===== config.mk =====
export PLATFORM = sky130hd
export DESIGN_NAME = gray_step_ctrl
export DESIGN_NICKNAME = d
export VERILOG_FILES = /design/src/rtl/gray_step_ctrl.sv
export SDC_FILE = /design/constraint.sdc
export NUM_CORES = 1
export LEC_CHECK = 0
export ABC_AREA = 1
export CAP_MARGIN = 20
export CORE_ASPECT_RATIO = 2
export CORE_MARGIN = 2
export CORE_UTILIZATION = 49
export CTS_CLUSTER_SIZE = 12
export DETAILED_ROUTE_END_ITERATION = 8
export PLACE_DENSITY = 0.89
export SKIP_LAST_GASP = 1
export SLEW_MARGIN = 40
export SYNTH_ARGS = -nofsm -noshare
export SYNTH_HDL_FRONTEND = slang
export SYNTH_SLANG_ARGS = --single-unit

===== constraint.sdc =====
create_clock -name Clk -period 1.47 [get_ports Clk]
set_input_delay 0.2205 -clock Clk [delete_from_list [all_inputs] [get_ports Clk]]
set_output_delay 0.2205 -clock Clk [all_outputs]
set_load 0.05 [all_outputs]

===== src/rtl/gray_step_ctrl.sv =====
// Command sequencer for one 3-bit Gray-code counter: STEP/CLEAR/WRAP over valid/ready.
// Optional Gray-sequence checker is compiled in with `define GRAY_CHECK_EN.
module gray_step_ctrl #(
  parameter int unsigned LEN_W = 8
) (
  input  logic             Clk,
  input  logic             Reset,
  input  logic             Cmd_Valid,
  output logic             Cmd_Ready,
  input  logic [1:0]       Cmd_Op,
  input  logic [LEN_W-1:0] Cmd_Len,
  output logic             Cnt_En,
  output logic             Cnt_Reset,
  input  logic [2:0]       Cnt_Code,
  output logic             Busy,
  output logic             Done,
  output logic [LEN_W-1:0] Steps_Done,
  output logic             Wrapped,
  output logic             Err
);

  typedef enum logic [2:0] {
    S_IDLE,
    S_RUN,
    S_WRAP,
    S_CLR,
    S_FIN
  } state_t;

  typedef enum logic [1:0] {
    OP_NOP   = 2'b00,
    OP_STEP  = 2'b01,
    OP_CLEAR = 2'b10,
    OP_WRAP  = 2'b11
  } op_t;

  state_t           state_q;
  logic [LEN_W-1:0] rem_q;
  logic [LEN_W-1:0] steps_q;
  logic [LEN_W-1:0] steps_d;
  logic             wrapped_q;
  op_t              op;

  assign op = op_t'(Cmd_Op);

  // Enable is masked by Reset so the counter never sees enable and reset together.
  assign Cnt_En    = ((state_q == S_RUN) || (state_q == S_WRAP)) && !Reset;
  assign Cnt_Reset = Reset || (state_q == S_CLR);
  assign Cmd_Ready = (state_q == S_IDLE);
  assign Busy      = (state_q != S_IDLE);
  assign Done      = (state_q == S_FIN);
  assign Steps_Done = steps_q;
  assign Wrapped    = wrapped_q;

  always_comb begin
    steps_d = steps_q;
    if (steps_q != '1) steps_d = steps_q + LEN_W'(1);
  end

  always_ff @(posedge Clk) begin
    if (Reset) begin
      state_q   <= S_IDLE;
      rem_q     <= '0;
      steps_q   <= '0;
      wrapped_q <= 1'b0;
    end else begin
      if (Cnt_En && (Cnt_Code == 3'b100)) wrapped_q <= 1'b1;
      unique case (state_q)
        S_IDLE: begin
          if (Cmd_Valid) begin
            unique case (op)
              OP_NOP: state_q <= S_FIN;
              OP_STEP: begin
                steps_q <= '0;
                rem_q   <= Cmd_Len;
                state_q <= (Cmd_Len == '0) ? S_FIN : S_RUN;
              end
              OP_CLEAR: begin
                steps_q <= '0;
                state_q <= S_CLR;
              end
              OP_WRAP: begin
                steps_q <= '0;
                state_q <= S_WRAP;
              end
              default: state_q <= S_IDLE;
            endcase
          end
        end
        S_RUN: begin
          steps_q <= steps_d;
          rem_q   <= rem_q - LEN_W'(1);
          if (rem_q == LEN_W'(1)) state_q <= S_FIN;
        end
        S_WRAP: begin
          steps_q <= steps_d;
          if (Cnt_Code == 3'b100) state_q <= S_FIN;
        end
        S_CLR: begin
          steps_q   <= '0;
          wrapped_q <= 1'b0;
          state_q   <= S_FIN;
        end
        S_FIN:   state_q <= S_IDLE;
        default: state_q <= S_IDLE;
      endcase
    end
  end

`ifdef GRAY_CHECK_EN
  logic [2:0] prev_q;
  logic       chk_q;
  logic       err_q;
  logic [2:0] diff;
  logic       one_bit;

  function automatic logic [2:0] gray_succ(input logic [2:0] c);
    unique case (c)
      3'b000:  gray_succ = 3'b001;
      3'b001:  gray_succ = 3'b011;
      3'b011:  gray_succ = 3'b010;
      3'b010:  gray_succ = 3'b110;
      3'b110:  gray_succ = 3'b111;
      3'b111:  gray_succ = 3'b101;
      3'b101:  gray_succ = 3'b100;
      default: gray_succ = 3'b000;
    endcase
  endfunction

  assign diff    = Cnt_Code ^ prev_q;
  assign one_bit = (diff != 3'b000) && ((diff & (diff - 3'd1)) == 3'b000);

  // The code sampled in an enabled cycle must advance by one Gray step in the next.
  always_ff @(posedge Clk) begin
    if (Reset) begin
      prev_q <= '0;
      chk_q  <= 1'b0;
      err_q  <= 1'b0;
    end else begin
      chk_q <= Cnt_En;
      if (Cnt_En) prev_q <= Cnt_Code;
      if (chk_q && (!one_bit || (Cnt_Code != gray_succ(prev_q)))) err_q <= 1'b1;
    end
  end

  assign Err = err_q;
`else
  assign Err = 1'b0;
`endif

endmodule


# Word level (Yosys, flattened, before mapping)
# Index checks and enable logic that the tools add are counted.
# totals
reg_bits	20
output_inout_bits	15
# op_classes
n_addsub	2
n_eq_ne	16
muxes	13
n_reduce_logical	17
# op_table
operator	count
8-bit two-way mux	5
3-bit case mux with 4 select lines	2
8-bit case mux with 3 select lines	1
8-bit case mux with 2 select lines	1
3-bit two-way mux	4
8-bit by 1-bit adder with 8-bit output (second input constant)	1
8-bit by 1-bit equality test with 1-bit output (second input constant)	1
8-bit zero test	1
2-bit by 1-bit inequality test with 1-bit output (second input constant)	4
8-bit inequality test (second input constant)	1
8-bit by 1-bit subtractor with 8-bit output (second input constant)	1
3-bit by 2-bit equality test with 1-bit output (second input constant)	2
3-bit equality test (second input constant)	2
3-bit AND reduction	2
3-bit nonzero test	2
2-bit equality test (second input constant)	2
2-bit inequality test (second input constant)	2
4-bit AND reduction	1
2-bit OR reduction	2
3-bit by 1-bit equality test with 1-bit output (second input constant)	1
3-bit zero test	1
3-bit OR reduction	1
2-bit by 1-bit equality test with 1-bit output (second input constant)	1
1-bit logical AND	2
other kinds (4)	5

# Logic depth before layout (Yosys ltp)
# logic_depth
word_depth	5
depth_mapped	9
depth_no_buf	9

# Least setup slack after synthesis
# No wires, ideal clock.
# synth_timing
path_kind	flip-flop to flip-flop
startpoint	reg state_q[2]
endpoint	reg wrapped_q (netlist: Wrapped)
arrival_ns	1.747
required_time_ns	1.277
slack_ns	-0.470
stages_incl_launch_ff	5
period_less_slack_ns	1.940
cell_sequence	dfxtp_1 > inv_2 > nand2_1 > o21ai_0 > a21oi_1
# synth_via
elab_chain_cells	4
# synth_lines
item	line	text
start: declaration	37	state_t state_q;
start signal: assignment	76	state_q <= (Cmd_Len == '0) ? S_FIN : S_RUN;
3-bit by 1-bit equality test with 1-bit output / 3-bit by 2-bit equality test with 1-bit output (equally long branches)	47	assign Cnt_En = ((state_q == S_RUN) || (state_q == S_WRAP)) && !Reset;
1-bit logical OR	47	
1-bit logical AND	47	
1-bit logical AND	67	if (Cnt_En && (Cnt_Code == 3'b100)) wrapped_q <= 1'b1;
end signal: assignment	65	wrapped_q <= 1'b0;
end signal: assignment	67	
end signal: assignment	101	wrapped_q <= 1'b0;
end: declaration	41	logic wrapped_q;
# Parallel ways exist; a longest one is shown, timed or not.
# A chain may end at the register's enable or synchronous reset.

# Worst setup path in the final report
# layout_timing
startpoint	reg state_q[1]
endpoint	out Cnt_En
# layout_via
elab_chain_cells	3
# layout_lines
item	line	text
3-bit by 1-bit equality test with 1-bit output / 3-bit by 2-bit equality test with 1-bit output (equally long branches)	47	
1-bit logical OR *	47	
1-bit logical AND *	47	
end: declaration	12	output logic Cnt_En,
# Every way passes the cells marked *; elsewhere a longest branch is shown, timed or not.

==> summary.md <==
| Metric | Value |
|---|---|
| Capturing point of the worst reg2reg path | `Steps_Done[5]$_SDFFE_PP0P_` |
| Crit path to | `Cnt_En` |
| Core Util, Final | `77.8%` |
| Cell Area, Synth | `1320 sq um` |
| Largest net degree at the start of global routing | `12` |
| Flop-to-flop setup slack | `80 ps` |
| Avg Synthesized Cell Area | `6.29 sq um` |
| Drt drc | `0` |
| Layout net count | `280` |
| Seq/Total Area, Yosys | `30.3%` |
| Synth top area cells | `dfxtp_1, nand2_1, nor2_1` |
| Starting density of the core | `51.4%` |
| Worst setup SP type | `flip-flop` |
| First-pass GRT wire length | `6810 um` |
| RD Place Congestion | `0.901` |
| Initial antenna violation count | `0` |
| Fin. Hold Viols | `0` |
| CP Max Fanout | `5` |
| Inst Count DP | `280` |
| Final cell count without fillers | `288` |
| Netlist cell types | `27` |
| Yosys warns | `0` |
| Detailed Route Iter0 Violations | `106` |
| Power Density | `1930 nW/um^2` |
| Final WL | `4470 um` |
| Mapped Nets | `229` |
| Diode count | `0` |
| Via density | `5.66` |
| Worst R2R Path Depth | `10` |
| Die ar. | `3150 sq um` |
| Floorplan Core Area | `2570 sq um` |
| Critical path launch point | `state_q[1]$_SDFFE_PP0P_` |
| Synthesized netlist cell count | `210` |
| DR vias | `1629` |
| Chip Width | `40.7 um` |
| IO Port Bufs | `29` |
| Final setup vio count | `1` |
| Post-synth top area share | `30.3%` |
| First-pass iteration count of the detailed router | `5` |
| Pins Over Slew Limit | `0` |
| Clock Sink Count | `20` |
| Maximum vdd drop | `1.40 mV` |
| LEAKAGE | `0.891 nW` |
| Worst EP required | `1250 ps` |
| Crit path DAT | `1270 ps` |
| Top Ports | `31` |
| Fill count | `178` |
| Htree depth | `1` |
| Area delta synth->final | `51.2%` |
| Antenna Violating Nets Remaining | `0` |
| Achievable frequency | `0.669 GHz` |
| Final hold slack | `477 ps` |
| Wire length per cell | `15.5 um` |
| CTS tree | `yes` |
| Layout cell share with drive strength beyond 1 | `25.8%` |
| CTS buffer count | `3` |
| Tcrit/Tclk final | `102%` |
| GRT overflow | `0` |
| Total track usage | `30.2%` |
| Root Driver | `clkbuf_8` |
| Row cnt | `26` |
| Min cycle time layout | `1490 ps` |
| Hpwl dp | `3290 um` |
| Status | `complete, but fails checks` |
| Crit path kind | `reg2out` |
| Max-Cap Viols | `0` |
| Clk slew on worst S/H paths | `80 ps` |
| Max clock buf depth | `2` |
| Tightest Hold Check Type | `reg2reg` |
| Reg2reg start | `Steps_Done[0]$_SDFFE_PP0P_` |
| RSZ-0062 raised after global routing | `true` |
| #FFs+latches synth | `20` |
| Post-cts hold buffer count | `0` |
| Clk_lat worst skew | `260 ps` |
| Clock Skew | `3.14 ps` |
| Vias in the first global route | `1750` |
| Failing checks | `negative setup slack` |
| Setup WS post-layout | `-24.8 ps` |
| Cell taking the most area after synthesis | `dfxtp_1` |
| Crit. End Element | `output port` |
| Worst Min Path Start | `Wrapped$_SDFFE_PP0P_` |
| Die H | `77.4 um` |
-- stage by stage --
stage | area, sq um | TNS [ps] | setup WS (ps) | power [W]
finish | 2000 | -24.8 | -24.8 | 0.00386
global route | 2000 | -186 | -85.7 | 0.00410
CTS | 1970 | -48.1 | -48.1 | 0.00379
detailed placement | 1890 | -1240 | -178 | 0.00323
global placement | 1890 | -705 | -106 | 0.00317
floorplan | 1330 | -253 | -127 | 0.00231
-- synthesized netlist by cell type --
cell type and number:
nand2_1 53, o21ai_4 1, nor2_1 30, nor3_1 2, a211oi_1 1, inv_1 24, o22ai_1 1, nand3_4 2
o21ai_0 12, nor2_2 3, nor2_4 1, nor3_2 1, nand3b_1 1, xnor2_1 1, nand4_1 7, nand3_1 18
nand2_2 2, dfxtp_1 20, buf_4 1, clkbuf_1 1, o211ai_1 1, ha_1 3, a21oi_1 14, inv_2 6
or2_2 1, nand2_4 2, conb_1 1
-- critical path: stages, from the launching register on --
cell     delay [ps]
dfxtp_2         360
nor2_4          150
nand2_4          90
nand2_4          70
nand2_1          90
inv_2           110
buf_12          140
-- cell usage in the layout (no fill, tap or decap), types with 2 or more instances in the layout --
cell             count
nand4_1              7
a21oi_1             14
inv_1               24
dfxtp_1             13
dfxtp_4              4
nand3_1             17
dfxtp_2              3
nand2_4              2
nand2_2              2
o21ai_0             10
nor2_4               3
nor3_1               2
clkbuf_8             3
buf_12              13
ha_1                 3
buf_4               20
clkdlybuf4s50_1     15
nor2_2               4
nand2_1             53
nor2_1              27
nand3_4              2
inv_2                5
-- state kept, by name, summed over array words and instances (netlist names) --
| signal | count |
|---|---|
| Steps_Done | 8 |
| rem_q | 8 |
| state_q | 3 |
| Wrapped | 1 |
-- worst min-delay path by stage --
stage / end / cells after the start
after detailed placement: Wrapped$_SDFFE_PP0P_ / 2
after CTS: Wrapped$_SDFFE_PP0P_ / 2
final: Wrapped$_SDFFE_PP0P_ / 2
after global placement: Wrapped$_SDFFE_PP0P_ / 2
after floorplan: rem_q[1]$_SDFFE_PP0P_ / 2
after global routing: Wrapped$_SDFFE_PP0P_ / 2
-- cell families after synthesis --
| logic type | after synthesis | synth area share [%] |
|---|---|---|
| simple gates | 123 | 43.8 |
| buf+inv | 32 | 9.38 |
| compound gates | 30 | 12.7 |
| flops | 20 | 30.3 |
| fa+ha+maj | 3 | 2.84 |
| xor+xnor | 1 | 0.663 |
| other cells | 1 | 0.284 |
-- cell type report --
class,instances,area (sq um),share of cell area [%]
multi-input cells,158,823,41.2
inverters,30,115,5.76
clock buffers,4,45.0,2.25
repair buffers,48,561,28.1
flip-flops and latches,20,419,21.0
well taps,28,35.0,1.75
-- where the power goes --
part | switching [W] | internal [W]
registers | 0.000164 | 0.000702
clock network | 0.000186 | 0.000193
logic | 0.00154 | 0.00108
-- routing by layer --
layer / global-route usage [%] / up-vias / share of wire [%]
met1: 23.2 / 774 / 31
met5: 0 / - / 0
met4: 23.3 / 0 / 4.7
met3: 4.86 / 17 / 3.8
li1: - / 775 / -
met2: 55.9 / 63 / 60
-- what timing repair did --
item | 4_1_cts | 5_1_grt
setup buffers | 4 | 0
resized for setup | 6 | 8
setup endpoints to repair | 10 | 19
pin swaps | 2 | 2
(Power assumes the default switching activity.)
